**config.mk**
```make
export PLATFORM = sky130hd
export DESIGN_NAME = tx_ctrl_scheduler
export DESIGN_NICKNAME = d
export VERILOG_FILES = /design/src/rtl/tx_ctrl_scheduler.sv
export SDC_FILE = /design/constraint.sdc
export NUM_CORES = 1
export LEC_CHECK = 0
export ABC_AREA = 0
export CAP_MARGIN = 40
export CORE_MARGIN = 2
export CORE_UTILIZATION = 43
export CTS_CLUSTER_SIZE = 12
export DETAILED_ROUTE_END_ITERATION = 6
export PLACE_DENSITY = 0.84
export SYNTH_ARGS = -nofsm -noshare
export SYNTH_HDL_FRONTEND = slang
export SYNTH_SLANG_ARGS = --single-unit
```
**constraint.sdc**
```tcl
create_clock -name clk -period 2 [get_ports clk]
set_input_delay 0.6 -clock clk [delete_from_list [all_inputs] [get_ports clk]]
set_output_delay 0.6 -clock clk [all_outputs]
set_load 0.01 [all_outputs]
```
**src/rtl/tx_ctrl_scheduler.sv**
```systemverilog
// tx_ctrl_scheduler
// Transmit-side frame-header scheduler for the RIFL link. At every frame
// boundary (sof) it picks the 18-bit header of the next outgoing frame:
// data, idle, a PAUSE key burst or a RETRANS key burst. It also produces the
// regular-frame recovery run after each burst, and a replay pulse towards the
// TX buffer when the far end asks for a replay.
//
// Ports:
//   clk            - clock
//   rst_n          - asynchronous active-low reset
//   sof            - frame-boundary strobe, one cycle per frame
//   link_up        - TX/RX lane alignment achieved
//   local_pause    - local RX buffer above high watermark (level)
//   local_retrans  - local CRC error detected (pulse)
//   remote_pause   - far end requests pause (level)
//   remote_retrans - far end requests replay (level)
//   data_valid     - TX buffer holds a frame
//   data_hdr       - header payload of the head frame
//   data_ready     - pop strobe to the TX buffer (combinational)
//   code           - header of the frame starting after the current sof
//   replay_start   - one-cycle rewind pulse to the TX buffer
//   ctrl_state     - current state (NORMAL=0, PAUSE=1, RETRANS=2, RESUME=3)

module tx_ctrl_scheduler #(
  parameter int PAUSE_MIN   = 12,
  parameter int RETRANS_LEN = 12,
  parameter int RESUME_LEN  = 20
) (
  input  logic        clk,
  input  logic        rst_n,
  input  logic        sof,
  input  logic        link_up,
  input  logic        local_pause,
  input  logic        local_retrans,
  input  logic        remote_pause,
  input  logic        remote_retrans,
  input  logic        data_valid,
  input  logic [15:0] data_hdr,
  output logic        data_ready,
  output logic [17:0] code,
  output logic        replay_start,
  output logic [1:0]  ctrl_state
);

  typedef enum logic [1:0] {
    ST_NORMAL  = 2'd0,
    ST_PAUSE   = 2'd1,
    ST_RETRANS = 2'd2,
    ST_RESUME  = 2'd3
  } state_t;

  localparam logic [17:0] CODE_IDLE    = {2'b10, 16'h0001};
  localparam logic [17:0] CODE_PAUSE   = {2'b10, 16'h0010};
  localparam logic [17:0] CODE_RETRANS = {2'b10, 16'h1000};

  // Counter value seen on the sof that emits the last frame of a run.
  localparam logic [5:0] PAUSE_LAST   = 6'(PAUSE_MIN - 1);
  localparam logic [5:0] RETRANS_LAST = 6'(RETRANS_LEN - 1);
  localparam logic [5:0] RESUME_LAST  = 6'(RESUME_LEN - 1);

  state_t      state_reg, state_next;
  logic [5:0]  cnt_reg, cnt_next;
  logic        pend_reg, pend_next;
  logic [17:0] code_reg, code_next;
  logic        rr_prev_reg;
  logic        replay_reg;

  logic       retrans_req;
  logic       data_ok;
  logic [5:0] cnt_inc;

  // A pulse coinciding with the sof counts as pending on that same sof.
  assign retrans_req = pend_reg | local_retrans;
  assign cnt_inc     = (cnt_reg == 6'd63) ? cnt_reg : cnt_reg + 6'd1;
  assign data_ok     = sof && link_up && data_valid && !remote_pause;

  // State register (plus counter, pending flag, code and replay edge logic)
  always_ff @(posedge clk or negedge rst_n) begin
    if (!rst_n) begin
      state_reg   <= ST_NORMAL;
      cnt_reg     <= 6'd0;
      pend_reg    <= 1'b0;
      code_reg    <= CODE_IDLE;
      rr_prev_reg <= 1'b0;
      replay_reg  <= 1'b0;
    end else begin
      state_reg   <= state_next;
      cnt_reg     <= cnt_next;
      pend_reg    <= pend_next;
      code_reg    <= code_next;
      // Edge memory is held at zero while the link is down so a request
      // already high at link-up still produces a replay pulse.
      rr_prev_reg <= link_up & remote_retrans;
      replay_reg  <= link_up & remote_retrans & ~rr_prev_reg;
    end
  end

  // Next-state logic. The code emitted on a sof belongs to the state the
  // scheduler is in on that sof; a transition takes effect from the next frame.
  always_comb begin
    state_next = state_reg;
    cnt_next   = cnt_reg;
    // Pulses arriving during a RETRANS burst are already covered by it.
    pend_next  = pend_reg | (local_retrans && (state_reg != ST_RETRANS));
    if (!link_up) begin
      state_next = ST_NORMAL;
      cnt_next   = 6'd0;
      pend_next  = 1'b0;
    end else if (sof) begin
      case (state_reg)
        ST_NORMAL: begin
          if (retrans_req) begin
            state_next = ST_RETRANS;
            cnt_next   = 6'd0;
          end else if (local_pause) begin
            state_next = ST_PAUSE;
            cnt_next   = 6'd0;
          end
        end
        ST_PAUSE: begin
          if ((cnt_reg >= PAUSE_LAST) && !local_pause) begin
            state_next = retrans_req ? ST_RETRANS : ST_RESUME;
            cnt_next   = 6'd0;
          end else begin
            cnt_next = cnt_inc;
          end
        end
        ST_RETRANS: begin
          if (cnt_reg >= RETRANS_LAST) begin
            state_next = ST_RESUME;
            cnt_next   = 6'd0;
          end else begin
            cnt_next = cnt_inc;
          end
        end
        default: begin // ST_RESUME
          if (retrans_req) begin
            state_next = ST_RETRANS;
            cnt_next   = 6'd0;
          end else if (local_pause) begin
            state_next = ST_PAUSE;
            cnt_next   = 6'd0;
          end else if (cnt_reg >= RESUME_LAST) begin
            state_next = ST_NORMAL;
            cnt_next   = 6'd0;
          end else begin
            cnt_next = cnt_inc;
          end
        end
      endcase
      // Entering (or restarting) a RETRANS burst consumes the request.
      if ((state_next == ST_RETRANS) && (state_reg != ST_RETRANS || cnt_next == 6'd0)
          && retrans_req && (state_reg != ST_RETRANS))
        pend_next = 1'b0;
    end
  end

  // Output logic
  always_comb begin
    data_ready = data_ok && ((state_reg == ST_NORMAL) || (state_reg == ST_RESUME));
    code_next  = code_reg;
    if (!link_up) begin
      code_next = CODE_IDLE;
    end else if (sof) begin
      case (state_reg)
        ST_PAUSE:   code_next = CODE_PAUSE;
        ST_RETRANS: code_next = CODE_RETRANS;
        default:    code_next = data_ok ? {2'b01, data_hdr} : CODE_IDLE;
      endcase
    end
  end

  assign code         = code_reg;
  assign replay_start = replay_reg;
  assign ctrl_state   = state_reg;

endmodule

```
==> results of run 1 <==
-- cells in the final DEF (no fill, tap or decap), types with 4 or more instances in the layout --
master / instances
a21oi_1: 6
a22o_1: 14
dfrtp_1: 23
nor2_1: 12
dlygate4sd2_1: 4
clkdlybuf4s50_1: 40
a31oi_1: 4
o21ai_0: 8
nand3_1: 8
inv_1: 5
nand2_1: 14
clkbuf_8: 7
dfrtp_2: 4
buf_4: 23
ha_1: 4
-- per-stage QoR --
step / cell area, um^2 / setup TNS, ps / hold WS (ps)
CTS: 2400 / 0 / 411
global placement: 2280 / -2000 / 384
finish: 2450 / 0 / 415
floorplan: 1640 / 0 / 304
global route: 2450 / -32.0 / 417
detailed placement: 2280 / -2040 / 393
-- area by class of cell --
cell class	instances	area, um^2
clock inverter	1	5.00
clock buffer	7	96.3
sequential	29	733
fill	278	1210
multi-input combinational	116	898
tap	48	60.1
timing repair buffer	69	626
inverter	8	30.0
-- timing repair --
action / 4_1_cts / 5_1_grt
gates resized for setup: 11 / 12
setup buffers: 0 / 1
hold buffers: 0 / 0
setup endpoints to repair: 2 / 6
pin swaps: 2 / 3
-- synthesized netlist by cell type, types with 2 or more instances --
cell      instances  area [um^2]
dfrtp_1          27          676
nand2_1          15         56.3
a22o_1           14          123
nor2_1           12         45.0
nand3_1           8         40.0
o21ai_0           8         40.0
ha_1              7         87.6
inv_1             7         26.3
a21oi_1           6         30.0
buf_2             5         25.0
a31oi_1           4         25.0
and2_1            3         18.8
nor2b_1           3         18.8
xnor2_1           3         26.3
and3_1            2         12.5
clkbuf_1          2         7.51
dfstp_2           2         52.6
nand4_1           2         12.5
nor3b_1           2         15.0
o31ai_1           2         15.0
-- final timing paths --
check | to | slack [ps] | depth (start not counted)
worst max-delay path | code[17] | 50 | 1
worst min-delay path | replay_start | 410 | 1
worst max register to register | pend_reg | 70 | 6
worst min register to register | replay_start | 410 | 1
max in group asynchronous | code[0] | 1060 | 2
min in group asynchronous | code[2] | 670 | 2
-- metal layers --
metal	GRT usage [%]	up-vias
li1	-	728
met1	30.6	717
met2	36.4	53
met3	3.77	3
met4	6.51	0
met5	0	-
-- power breakdown --
group / internal (mW) / total, mW / switching, mW
clock: 0.310 / 0.524 / 0.214
combinational: 0.171 / 0.321 / 0.150
sequential: 0.613 / 0.634 / 0.0218
total: 1.09 / 1.48 / 0.386
-- logic make-up after synthesis --
kind of cell             count (synthesis)  synth area share [%]
AND/OR/NAND/NOR                         53                  16.1
adder cells (fa/ha/maj)                  7                  5.36
multiplexers                             1                 0.919
buffers and inverters                   16                  4.52
flip-flops                              29                  44.6
AO/OA/AOI/OAI                           52                  26.9
XOR/XNOR                                 3                  1.61
==> results.md, run 1 <==
- The net count after synthesis is 193.
- The violation count after the first detailed-route iteration is 108.
- Max-cap violations in this run came to 0.
- After synthesis, the share of flip-flops with an asynchronous set or reset is 100%.
- Traced cell by cell, the critical path runs through clkdlybuf4s50_1.
- The kind of cell adding the most delay to the critical path is flip-flops.
- Setup violations remaining at the end of the flow were counted as 0.
- The worst setup slack after placement is -575 ps.
- The buffer depth of the longest clock path is 2.
- The worst setup path is launched from a flip-flop.
- The post-route core utilization is 66.9%.
- Along the worst path, the maximum fanout reaches 2.
- The initial antenna violation count came to 0.
- The number of antenna-violating nets in the routed design is 0.
- The critical path arrival is approximately 1400 ps.
- The routed metal-1 wirelength is between 1500 and 2000 um.
- The placed wire-length estimate is 3230 um.
- In this run the core area contains 22 standard-cell rows.
- The post-synthesis instance area is 1630 um^2.
- Including well taps, the total number of placed cells is around 270.
- The pin count of the biggest net entering global routing is 18.
- Of the synthesized area, sequential elements account for approximately 45%.
- Measured against its own limit, the worst slew margin works out to between 70 and 80%.
- The routed via count divided by cell count is approximately 5.4.
- The synthesis-stage register bit count is 29.
- The highest clock frequency the design can meet is between 500 and 600 MHz.
- The via total after detailed routing is about 1500.
- The residual overflow from global routing is 0.
- The count of buffers added on input and output ports is 46.
- Across every metal layer, demand over resource in global routing totals between 20 and 25%.
- The start point of the critical path is code[17].
- The slack of the critical path is between 40 and 50 ps.
- The number of standard cells after synthesis is 161.
- The synthesized design contains 0 enable-type register cells.
- The core region is ~3700 um^2.
- The placer congestion estimate is ~0.84.
- After layout, the design draws a total of around 1.5 mW.
- In the final design database the tool counted 261 nets.
- In the final layout, the share of cells above drive strength 1 is about a quarter.
- The origin of the critical flop-to-flop path is cnt_reg[1].
- The flow ran to the end, and the final reports show no timing, DRC or antenna violations.
- After layout, the worst path uses a little over nine tenths of the clock period.
- TritonCTS built the clock tree.
- The CTS buffer count is 5.
- The average instance in the mapped netlist occupies between 10 and 15 um^2.
- Setup repair after global routing could not meet its margin everywhere.
- The worst hold path begins at rr_prev_reg.
- Yosys printed 0 warnings.
- The number of pins exceeding their max-slew limit in the final report is 0.
- Dividing the detail-routed wire length by the instance count gives roughly 16 um.
- The total I/O pin count is between 40 and 50.
- The critical path's slowest cell is dfstp_2.
- The clock-pin transition on the worst setup and hold timing paths is ~60 ps.
- The pre-antenna-repair detailed-routing pass consisted of 4 iterations.
- The tree is rooted in a clkbuf_8.
- The prevailing post-synth register cell is dfrtp_1.
- In this design, the stage delay of the slowest critical-path cell is roughly 540 ps.
- The power density relative to cell area is about 600 nW/um^2.
- The detailed route wirelength on metal3 is 251 um.
- The number of global-route vias before repair is 1499.
- The clock skew is ~2.1 ps.
- The static leakage is between 1 and 1.5 nW.
- The total wire length after detailed routing is about 4600 um.
- The die height is 65.6 um.
- The maximum vdd ir drop is ~530 uV.
- The unique cell type count in the Yosys netlist is 47.
- The final hold violation count is 0.
- The clock sink count is 29.
- The number of antenna diodes in the final layout is 0.
- Leaving out filler cells and counting taps, the final layout contains ~280.
- The actual slew at the worst max-slew pin is 410 ps.
- The routed length on met2 is approximately 2300 um.
- The tightest min-delay check is of the reg -> reg type.
- The worst setup path is captured at an output pin.
- At the worst endpoint, the required time is between 1000 and 1500 ps.
- The wire length of the first global-routing pass is roughly 7300 um.
- The clock tree synthesis step divided the H-tree into 2 levels.
- The time the final worst path needs with I/O delays and setup is 1950 ps.
- The floorplan step defined a die boundary enclosing approximately 4300 um^2.
- The area growth from synthesis to layout is 50.0%.
- The detailed router used layers up to and including met4.
- From left edge to right edge, the die measures around 66 um.
- Together, buffers and inverters on the worst path number 1.
- The detailed-route DRC error count is 0.
- The critical path class is reg -> out.
- The number of flip-flops in the largest register is 18.
- Clock latency on the worst-skew pair, taken at its later pin, is between 200 and 300 ps.
- For this configuration, the core starts out at a cell density of 44.6%.
Note: power is estimated with default switching activity, not from simulation.
==> inputs of run 2 (changes only) <==
Settings changed: CORE_ASPECT_RATIO set to 1.1.
==> run 2 against run 1 <==
Effect of this change:
- clock skew up 2.9 ps
- global-route usage down 1.5 points
- die area about the same
- sequential cell count did not move
- setup slack improved by 0.69 ps
- total power about the same
- register-to-register slack improved by 30 ps
- design area is 0.41% higher
- critical path depth stayed put
- non-clock buffer count increased by 2
- fmax barely moved
- count of clock-buffer cells in the layout is the same
- largest power group unchanged
- highest routed layer unchanged
==> results.md, run 2 (synthesis results as in run 1) <==
- The first-pass iteration count of the detailed router is 4 (unchanged).
- The buffer depth of the longest clock path is 2 (unchanged).
- The number of antenna repair diodes is 0 (unchanged).
- The final-layout fill cell count was 287 (+3.2%).
- The worst setup path is of the reg -> out kind.
- The via total after detailed routing came to 1519 (+1.2%).
- The site row count was 23 (+4.5%).
- The clock skew is 4.96 ps (+2.87 ps).
- The total I/O pin count is 47 (unchanged).
- The routed length on met2 is 2200 um (-5.5%).
- The global-route total usage across every layer is 20.9% (-1.5 points).
- The highest cell delay on the worst timing path is 550 ps (about the same).
- The run finished with clean final reports.
- The area of the multi-input gates was 895 um^2 (-0.42%).
- The area of the placeable core is 3650 um^2 (-0.17%).
- The count of buffering cells on the critical path with inverters included came to 1 (unchanged).
- The critical path's slowest cell is clkdlybuf4s50_1.
- The worst setup path is captured at an output pin.
- The maximum vdd ir drop is 409 uV (-23%).
- The number of levels in the clock H-tree is 2 (unchanged).
- The slack of the critical path is 47.0 ps (+0.692 ps).
- In this run the top signal layer used is met4.
- The leading cell type in the layout, fill and taps excluded is clkdlybuf4s50_1.
- The die width is 62.8 um (-4.4%).
- The die height is 68.6 um (+4.6%).
- The worst max-slew margin expressed relative to the limit came to 70.7% (-1.9 points).
- The clock-pin transition on the worst setup and hold timing paths came to 60 ps (about the same).
- The required time of the critical path is 1400 ps (about the same).
- The number of port buffers is 46 (unchanged).
- The final hold violation count was 0 (unchanged).
- The post-route core utilization is 67.3% (+0.39 points).
- The signal on the critical path passes through clkdlybuf4s50_1.
- The maximum fanout encountered on the critical timing path is 2 (unchanged).
- The clock power share came to 35.5% (about the same).
- The pin count of the biggest net entering global routing is 30 (+12).
- The net switching share of the total power was 25.8% (-0.26 points).
- The routed metal-1 wirelength was 1840 um (-7.3%).
- The starting density of the core is 44.7% (+0.076 points).
- The placer congestion estimate is 0.891 (+6.5%).
- The insertion delay to the later sink of the worst-skew pair is 280 ps (about the same).
- The min-delay analysis places its worst path in the category reg -> reg.
- The total net switching power is 381 uW (-1.1%).
- The static leakage was 1.09 nW (+0.83%).
- In this design, the largest share of critical-path delay is due to buffers and inverters.
- The clock sink count was 29 (unchanged).
- The reported max-cap violation count is 0 (unchanged).
- The net total in the final layout was 263 (+0.77%).
- The per-cell routed wire length was 15.3 um (-7.2%).
- The detailed-route DRC error count came to 0 (unchanged).
- The worst setup slack after placement is -578 ps (-3.01 ps).
- The time the final worst path needs with I/O delays and setup is 1950 ps (-0.692 ps).
- The area growth from synthesis to layout is 50.6%.
- The CTS buffer count is 5 (unchanged).
- The violation count after the first detailed-route iteration was 65 (-40%).
- The CTS tree is done.
- The proportion of power drawn by flip-flops and latches is 42.8% (about the same).
- The combinational share of power came to 21.8% (about the same).
- The initial antenna violation count is 0 (unchanged).
- The total wire length after detailed routing is 4310 um (-5.9%).
- The final clock period utilization by the worst path is 97.7% (about the same).
- The actual slew at the worst max-slew pin is 440 ps (+29.3 ps).
- The library cells used most frequently in the layout, excluding fill and tap cells, are 41 x clkdlybuf4s50_1, 25 x buf_4, 24 x dfrtp_1.
- The residual overflow from global routing is 0 (unchanged).
- The number of global-route vias before repair came to 1481 (-1.2%).
- The cell sitting at the root of the clock tree is a clkbuf_8.
- The area occupied by registers is 732 um^2 (-0.17%).
- The power density relative to cell area was 601 nW/um^2 (-0.49%).
- The number of pins exceeding their max-slew limit in the final report is 0 (unchanged).
- The critical path arrival is 1350 ps (about the same).
- The worst setup path is launched from a flip-flop.
- The cell-internal power is 1.10 mW (+0.27%).
- The placed wire-length estimate is 3130 um (-3.2%).
- The floorplan die area was 4310 um^2 (about the same).
- The number of flip-flops in the largest register was 18 (unchanged).
- The number of failing setup endpoints in the final timing report came to 0 (unchanged).
- The routed via count divided by cell count is 5.39 (-0.24%).
- The final-layout worst hold slack is 401 ps (-13.7 ps).
- The wire length of the first global-routing pass is 6860 um (-5.5%).
- The highest clock frequency the design can meet was 512 MHz (about the same).
- The final-layout setup total negative slack is 0 ps (unchanged).
- The share of cells above drive strength 1 is 26.3% (+1.5 points).
- The number of antenna-violating nets in the routed design is 0 (unchanged).
- The detailed route wirelength on metal3 is 179 um (-29%).
## run 2: final cells by class
| cell class | count | area share (%) |
|---|---|---|
| sequential | 29 | 29.8 |
| multi-input combinational | 116 | 36.4 |
| clock buffer | 7 | 3.92 |
| clock inverter | 1 | 0.204 |
| tap | 50 | 2.54 |
| timing repair buffer | 71 | 26.0 |
| inverter | 8 | 1.22 |
## run 2: per-layer routing
metal	GRT usage, %	up-vias
met5	0	-
met4	10.0	0
met3	4.06	8
met2	35.8	51
met1	26.0	729
li1	-	731
## run 2: worst paths after layout
check                      cells after the start  slack (ps)           end        start
max                                            1          50      code[17]     code[17]
min                                            1         400  replay_start  rr_prev_reg
max reg2reg                                    6         100    cnt_reg[2]   cnt_reg[1]
min reg2reg                                    1         400  replay_start  rr_prev_reg
max in group asynchronous                      2         980      code[17]        rst_n
min in group asynchronous                      2         700       code[8]        rst_n
## run 2: power groups by stage
stage | logic (mW) | clock network (mW) | registers (mW)
after floorplan | 0.126 | 0 | 0.648
after global placement | 0.293 | 0 | 0.639
after detailed placement | 0.298 | 0 | 0.641
after CTS | 0.312 | 0.535 | 0.630
after global routing | 0.350 | 0.557 | 0.635
final | 0.322 | 0.524 | 0.632
## run 2: stage by stage
stage / area [um^2] / power, mW / cells
after floorplan: 1640 / 0.774 / 161
after global placement: 2290 / 0.933 / 272
after detailed placement: 2290 / 0.939 / 272
after CTS: 2420 / 1.48 / 282
after global routing: 2460 / 1.54 / 282
final: 2460 / 1.48 / 282
## run 2: repair_timing
item | in CTS | in global routing
gates resized for setup | 11 | 11
endpoints found under the setup margin | 1 | 7
hold buffers | 0 | 0
pin swaps | 2 | 3
buffers inserted | 2 | 0
